--- config.mk ---
export PLATFORM = sky130hd
export DESIGN_NAME = alu_ex_stage
export DESIGN_NICKNAME = d
export VERILOG_FILES = /design/src/rtl/alu_ex_stage.sv
export SDC_FILE = /design/constraint.sdc
export NUM_CORES = 1
export LEC_CHECK = 0
export BUFFER_PORTS_ARGS = -buffer_cell sky130_fd_sc_hd__buf_2
export CAP_MARGIN = 20
export CORE_MARGIN = 2
export CORE_UTILIZATION = 54
export CTS_CLUSTER_DIAMETER = 200
export CTS_CLUSTER_SIZE = 24
export DETAILED_ROUTE_END_ITERATION = 6
export PLACE_DENSITY_LB_ADDON = 0.25
export SLEW_MARGIN = 0
export SYNTH_ARGS = -nofsm -noshare
export SYNTH_HDL_FRONTEND = slang
export SYNTH_SLANG_ARGS = --single-unit
--- constraint.sdc ---
create_clock -name clk -period 2.45 [get_ports clk]
set_clock_uncertainty 0.2 [all_clocks]
set_input_delay 0.3675 -clock clk [delete_from_list [all_inputs] [get_ports clk]]
set_output_delay 0.3675 -clock clk [all_outputs]
set_load 0.1 [all_outputs]
--- src/rtl/alu_ex_stage.sv ---
// alu_ex_stage: ALU execute stage feeding a 2-entry skid buffer with valid/ready on both sides
module alu_ex_stage #(
  parameter int WIDTH = 32,
  parameter int RDW = 5
) (
  input  logic             clk,
  input  logic             rst_n,
  input  logic             in_valid,
  output logic             in_ready,
  input  logic [3:0]       alusel,
  input  logic [WIDTH-1:0] a,
  input  logic [WIDTH-1:0] b,
  input  logic [RDW-1:0]   rd,
  input  logic             regwrite,
  input  logic             flush,
  output logic             out_valid,
  input  logic             out_ready,
  output logic [WIDTH-1:0] result,
  output logic             zero,
  output logic [RDW-1:0]   rd_out,
  output logic             regwrite_out,
  output logic             illegal,
  output logic [1:0]       occ
);
  typedef enum logic [1:0] {EMPTY, BUSY, FULL} state_t;
  typedef struct packed {
    logic [WIDTH-1:0] result;
    logic             zero;
    logic [RDW-1:0]   rd;
    logic             rw;
    logic             ill;
  } entry_t;
  state_t state;
  entry_t main_e, skid_e, new_e;
  logic [WIDTH-1:0] res;
  logic in_fire, out_fire;
  assign in_ready = state != FULL;
  assign in_fire = in_valid & in_ready;
  assign out_fire = out_valid & out_ready;
  assign result = main_e.result;
  assign zero = main_e.zero;
  assign rd_out = main_e.rd;
  assign regwrite_out = main_e.rw;
  assign illegal = main_e.ill;
  always_comb begin
    res = alusel == 4'b0010 ? a + b :
          alusel == 4'b0110 ? a - b :
          alusel == 4'b0000 ? a & b :
          alusel == 4'b0001 ? a | b : '0;
    new_e = {res, res == '0, rd, regwrite, !(alusel inside {4'b0010, 4'b0110, 4'b0000, 4'b0001})};
  end
  // main is the head entry driving the outputs; skid holds the entry accepted while main was stalled
  always_ff @(posedge clk or negedge rst_n) begin
    if (!rst_n) begin
      state <= EMPTY;
      out_valid <= 1'b0;
      occ <= 2'd0;
      main_e <= '0;
      skid_e <= '0;
    end else if (flush) begin
      state <= EMPTY;
      out_valid <= 1'b0;
      occ <= 2'd0;
    end else begin
      case (state)
        EMPTY: if (in_fire) begin
          main_e <= new_e;
          state <= BUSY;
          out_valid <= 1'b1;
          occ <= 2'd1;
        end
        BUSY: if (in_fire && out_fire) main_e <= new_e;
        else if (in_fire) begin
          skid_e <= new_e;
          state <= FULL;
          occ <= 2'd2;
        end else if (out_fire) begin
          state <= EMPTY;
          out_valid <= 1'b0;
          occ <= 2'd0;
        end
        FULL: if (out_fire) begin
          main_e <= skid_e;
          state <= BUSY;
          occ <= 2'd1;
        end
        default: begin
          state <= EMPTY;
          out_valid <= 1'b0;
          occ <= 2'd0;
        end
      endcase
    end
  end
endmodule

==> flow_metrics.env, run 1 <==
export IMPL_outcome="stopped before the end"
export IMPL_lastStage="global routing"
export IMPL_first_error="[ERROR GRT-0232] Routing congestion too high. Check the congestion heatmap in the GUI."
export IMPL_grt_use_total_pct=77.8
export IMPL_die_y_um=132
export IMPL_portBuffers=122
export IMPL_place_area_um2=13300
export IMPL_synth_xor_area_share_pct=1.28
export IMPL_yosysSeqAreaShare_pct=23.3
export IMPL_synth_top_family_by_area="compound AO/OA/AOI/OAI gates"
export IMPL_syn_nets=1373
export IMPL_h_tree_depth=3
export IMPL_numCtsBuffers=9
export IMPL_syn_area_per_cell_um2=7.45
export IMPL_synth_cell_types=84
export IMPL_ys_ff_latch=83
export IMPL_synth_ff_type="dfrtp_1"
export IMPL_dp_hpwl_um=30800
export IMPL_synth_adder_area_share_pct=13.8
export IMPL_die_w_um=132
export IMPL_gp_congestion=1.05
export IMPL_clockBufferDepth=2
export IMPL_grt_max_degree=46
export IMPL_root_buffer="clkbuf_16"
export IMPL_synth_compound_area_share_pct=28.9
export IMPL_cts_sinks=83
export IMPL_synth_top_cell_area_share_pct=23.3
export IMPL_synth_edf_count=0
export IMPL_synthSimpleGateAreaFrac_pct=21.9
export IMPL_start_util_pct=55.7
export IMPL_yosys_top_cells_area="dfrtp_1, ha_1, nand2_1"
export IMPL_muxShareOfSynthArea_pct=3.90
export IMPL_row_count=46
export IMPL_place_inst=1898
export IMPL_yosys_area_top_type="dfrtp_1"
export IMPL_async_flop_share_pct=100
export IMPL_ios=123
export IMPL_gr_total_overflow=3
export IMPL_ys_warn_count=0
export IMPL_syn_area_um2=8910
export IMPL_synthCells=1197
cells in the mapped netlist (3+ instances only):
cell,count
o31ai_1,14
clkbuf_1,61
nor2b_1,19
and2_1,7
and3_1,9
clkinv_1,3
inv_1,90
nand3_1,33
nand2b_1,10
mux2_2,22
o21ai_1,4
dfrtp_1,83
a22o_1,3
nor2_1,119
o21ai_0,77
nand2_1,156
a31o_2,3
o211ai_1,17
ha_1,95
o221ai_1,7
a2bb2oi_1,3
nor3_1,23
a211oi_1,21
o311a_1,4
a31oi_1,30
o2bb2ai_1,6
xnor2_1,11
a21boi_0,3
nand3b_1,3
or2_2,4
a21o_1,12
nor4_1,12
a221oi_1,3
buf_2,4
a211o_1,8
nand4_1,7
a2111oi_0,9
o22ai_1,7
a41oi_1,4
a221o_1,6
o21a_1,6
mux2i_1,10
o21bai_1,11
a21oi_1,100
logic make-up after synthesis:
| group | count (synthesis) |
|---|---|
| AO/OA/AOI/OAI | 386 |
| XOR/XNOR | 13 |
| adder cells (fa/ha/maj) | 97 |
| buffers and inverters | 162 |
| flip-flops | 83 |
| multiplexers | 32 |
| AND/OR/NAND/NOR | 424 |
metal layers:
metal  GRT usage [%]  GRT overflow
met5            43.9             0
met4            72.4             1
met3            69.0             0
met2            90.0             1
met1            78.1             1
per-stage QoR:
step | hold slack (ps) | worst slack (ps) | TNS (ps)
3_3_place_gp | 149 | -1600 | -50360
4_1_cts | 61.6 | -1210 | -31730
3_5_place_dp | 153 | -1680 | -56290
2_1_floorplan | -128 | -1330 | -17490
repair_timing:
| item | CTS |
|---|---|
| hold buffers | 1 |
| setup endpoints to repair | 58 |
| pin swaps | 66 |
| gates resized for setup | 164 |
| buffers inserted | 32 |
| endpoints found under the hold margin | 34 |
==> run 2, diff against run 1 <==
--- a/config.mk
+++ b/config.mk
@@ -8,11 +8,9 @@
 export BUFFER_PORTS_ARGS = -buffer_cell sky130_fd_sc_hd__buf_2
 export CAP_MARGIN = 20
 export CORE_MARGIN = 2
-export CORE_UTILIZATION = 54
-export CTS_CLUSTER_DIAMETER = 200
-export CTS_CLUSTER_SIZE = 24
+export CORE_UTILIZATION = 39
 export DETAILED_ROUTE_END_ITERATION = 6
-export PLACE_DENSITY_LB_ADDON = 0.25
+export PLACE_DENSITY_LB_ADDON = 0.15
 export SLEW_MARGIN = 0
 export SYNTH_ARGS = -nofsm -noshare
 export SYNTH_HDL_FRONTEND = slang
==> flow_metrics.env, run 2 <==
export IMPL_routed_wl_um=35300
export IMPL_place_area_um2=13400
export IMPL_syn_area_um2=8910
export IMPL_portBuffers=122
export IMPL_rsz0062_at_grt="yes"
export IMPL_synthCells=1197
export IMPL_setup_viol=53
export IMPL_numCtsBuffers=9
export IMPL_critPathMaxFanout=2
export IMPL_largest_reg_flops=40
export IMPL_period_share_pct=152
export IMPL_tightest_slew_ps=621
export IMPL_antenna_cells=0
export IMPL_areaGrowthSynthToFinish_pct=71.1
export IMPL_ys_top_cells_by_count="nand2_1, nor2_1, a21oi_1"
export IMPL_drt_initial_drc_count=840
export IMPL_hold_viol=0
export IMPL_fin_ws_ps=-1270
export IMPL_vias=11100
export IMPL_gr_total_overflow=0
export IMPL_holdWs_ps=42.3
export IMPL_yosysMostFrequentCell="nand2_1"
export IMPL_end_kind="flip-flop"
export IMPL_die_y_um=155
export IMPL_clockBufferDepth=2
export IMPL_design_area_um2=15300
export IMPL_cap_violations=0
export IMPL_h_tree_depth=3
export IMPL_syn_nets=1373
export IMPL_cp_arrival_ps=3780
export IMPL_yosys_area_top_type="dfrtp_1"
export IMPL_drc=0
export IMPL_wl_met1_um=16100
export IMPL_gp_congestion=0.984
export IMPL_ys_ff_latch=83
export IMPL_synth_edf_count=0
export IMPL_relSlewSlack_pct=58.2
export IMPL_start_util_pct=39.5
export IMPL_place_inst=1969
export IMPL_cts_sinks=83
export IMPL_grt_use_total_pct=28.7
export IMPL_ys_warn_count=0
export IMPL_grt_pass1_wl_um=55400
export IMPL_worst_path_max_delay_cell="or4b_4"
export IMPL_hold_depth=3
export IMPL_peakVddDrop_mv=0.516
export IMPL_dieArea_um2=24100
export IMPL_dr_wl_met2_um=16000
export IMPL_powerDensity_nw_per_um2=522
export IMPL_drtPass1Iterations=7
export IMPL_synth_ff_type="dfrtp_1"
export IMPL_final_common_cell="buf_4"
export IMPL_layout_common_cells="buf_4, nand2_1, buf_2"
export IMPL_fin_util_pct=67.6
export IMPL_clock_latency_ps=330
export IMPL_failed_checks="setup timing"
export IMPL_highest_layer="met4"
export IMPL_critPathMaxStageDelay_ps=510
export IMPL_leakage_nw=7.27
export IMPL_regMostFlops="skid_e"
export IMPL_total_power_mw=7.96
export IMPL_yosysSeqAreaShare_pct=23.3
export IMPL_outcome="complete, but fails checks"
export IMPL_cts_tree="built"
export IMPL_root_buffer="clkbuf_16"
export IMPL_fin_cells=2019
export IMPL_async_flop_share_pct=100
export IMPL_max_freq_ghz=0.269
export IMPL_ant_nets=0
export IMPL_synth_top_cell_area_share_pct=23.3
export IMPL_antenna_found_initial=0
export IMPL_drive_above_1_share_pct=48.7
export IMPL_fin_setup_tns_ps=-28410
export IMPL_wl_met3_um=2450
export IMPL_grt_max_degree=46
export IMPL_ios=123
export IMPL_yosys_top_cells_area="dfrtp_1, ha_1, nand2_1"
export IMPL_post_place_ws_ps=-1720
export IMPL_row_count=55
export IMPL_synth_cell_types=84
export IMPL_viasPerCell=5.48
export IMPL_cts_clk_slew_worst_paths_ps=60
export IMPL_r2r_cells=9
export IMPL_path_class="in -> reg"
export IMPL_path_cells="buf_12 -> inv_12 -> ha_4 -> fa_2 -> o21ba_4 -> or4_4 -> a21boi_4 -> o211ai_4 -> and2_4 -> a221o_1 -> a221oi_2 -> or4b_4 -> nor4_4 -> and3_1 -> a22o_1"
export IMPL_worst_setup_path_start_kind="input pin"
export IMPL_dp_hpwl_um=27800
export IMPL_worst_hold_path_type="in -> reg"
export IMPL_slew_violations=0
export IMPL_grt_pass1_vias=10600
export IMPL_core_area_um2=22600
export IMPL_finalNetCount=1905
export IMPL_finalCriticalPeriod_ps=3720
export IMPL_die_w_um=155
export IMPL_syn_area_per_cell_um2=7.45
export IMPL_required_ps=2520
export IMPL_drt_wirelength_per_cell_um=17.5
==> run 2: cell counts after synthesis <==
Identical to the previous run, type by type.
==> run 2: where the power goes <==
part,switching [mW],leakage [nW],internal (mW),total (mW)
Clock,0.514,0.169,1.02,1.53
Sequential,0.184,1.06,1.69,1.87
Combinational,2.79,6.04,1.76,4.55
==> run 2: cell type report <==
type	count	area, um2
tap	285	357
fill	1912	7320
multi-input combinational	952	7630
inverter	94	389
clock inverter	5	100
sequential	83	2080
timing repair buffer	589	4450
clock buffer	11	243
==> run 2: what timing repair did <==
action | 4_1_cts | 5_1_grt
hold buffers | 1 | 0
setup endpoints to repair | 55 | 57
setup buffers | 25 | 32
hold endpoints to repair | 27 | 0
pin swaps | 81 | 103
gates cloned | 0 | 0
gates resized for setup | 173 | 116
==> run 2: critical path, delay by kind of cell <==
family          cells  cell delay (ps)
simple gates        5             1540
compound gates      6             1220
fa+ha+maj           2              530
buf+inv             2              120
==> run 2: routing by layer <==
metal | vias up | GRT usage, %
met2 | 415 | 46.8
li1 | 5350 | -
met1 | 5232 | 40.9
met5 | - | 0
met4 | 0 | 6.47
met3 | 62 | 3.23
==> run 2: worst paths after layout <==
path,start,end,slack (ps)
worst max-delay path,a[0],skid_e[7],-1270
max in group asynchronous,rst_n,state[0],1150
worst min register to register,skid_e[5],skid_e[5],270
worst max register to register,state[1],zero,270
min in group asynchronous,rst_n,skid_e[5],310
worst min-delay path,rd[3],skid_e[5],40
==> run 2: cells by family after synthesis <==
logic type                 after synthesis  synth area share, %
adders and majority gates               97                 13.8
AOI/OAI and AO/OA                      386                 28.9
xor gates and xnor gates                13                 1.28
muxes                                   32                 3.90
buffers and inverters                  162                 6.96
DFF                                     83                 23.3
and+or+nand+nor                        424                 21.9
No activity file was read; power rests on OpenSTA's default activity.
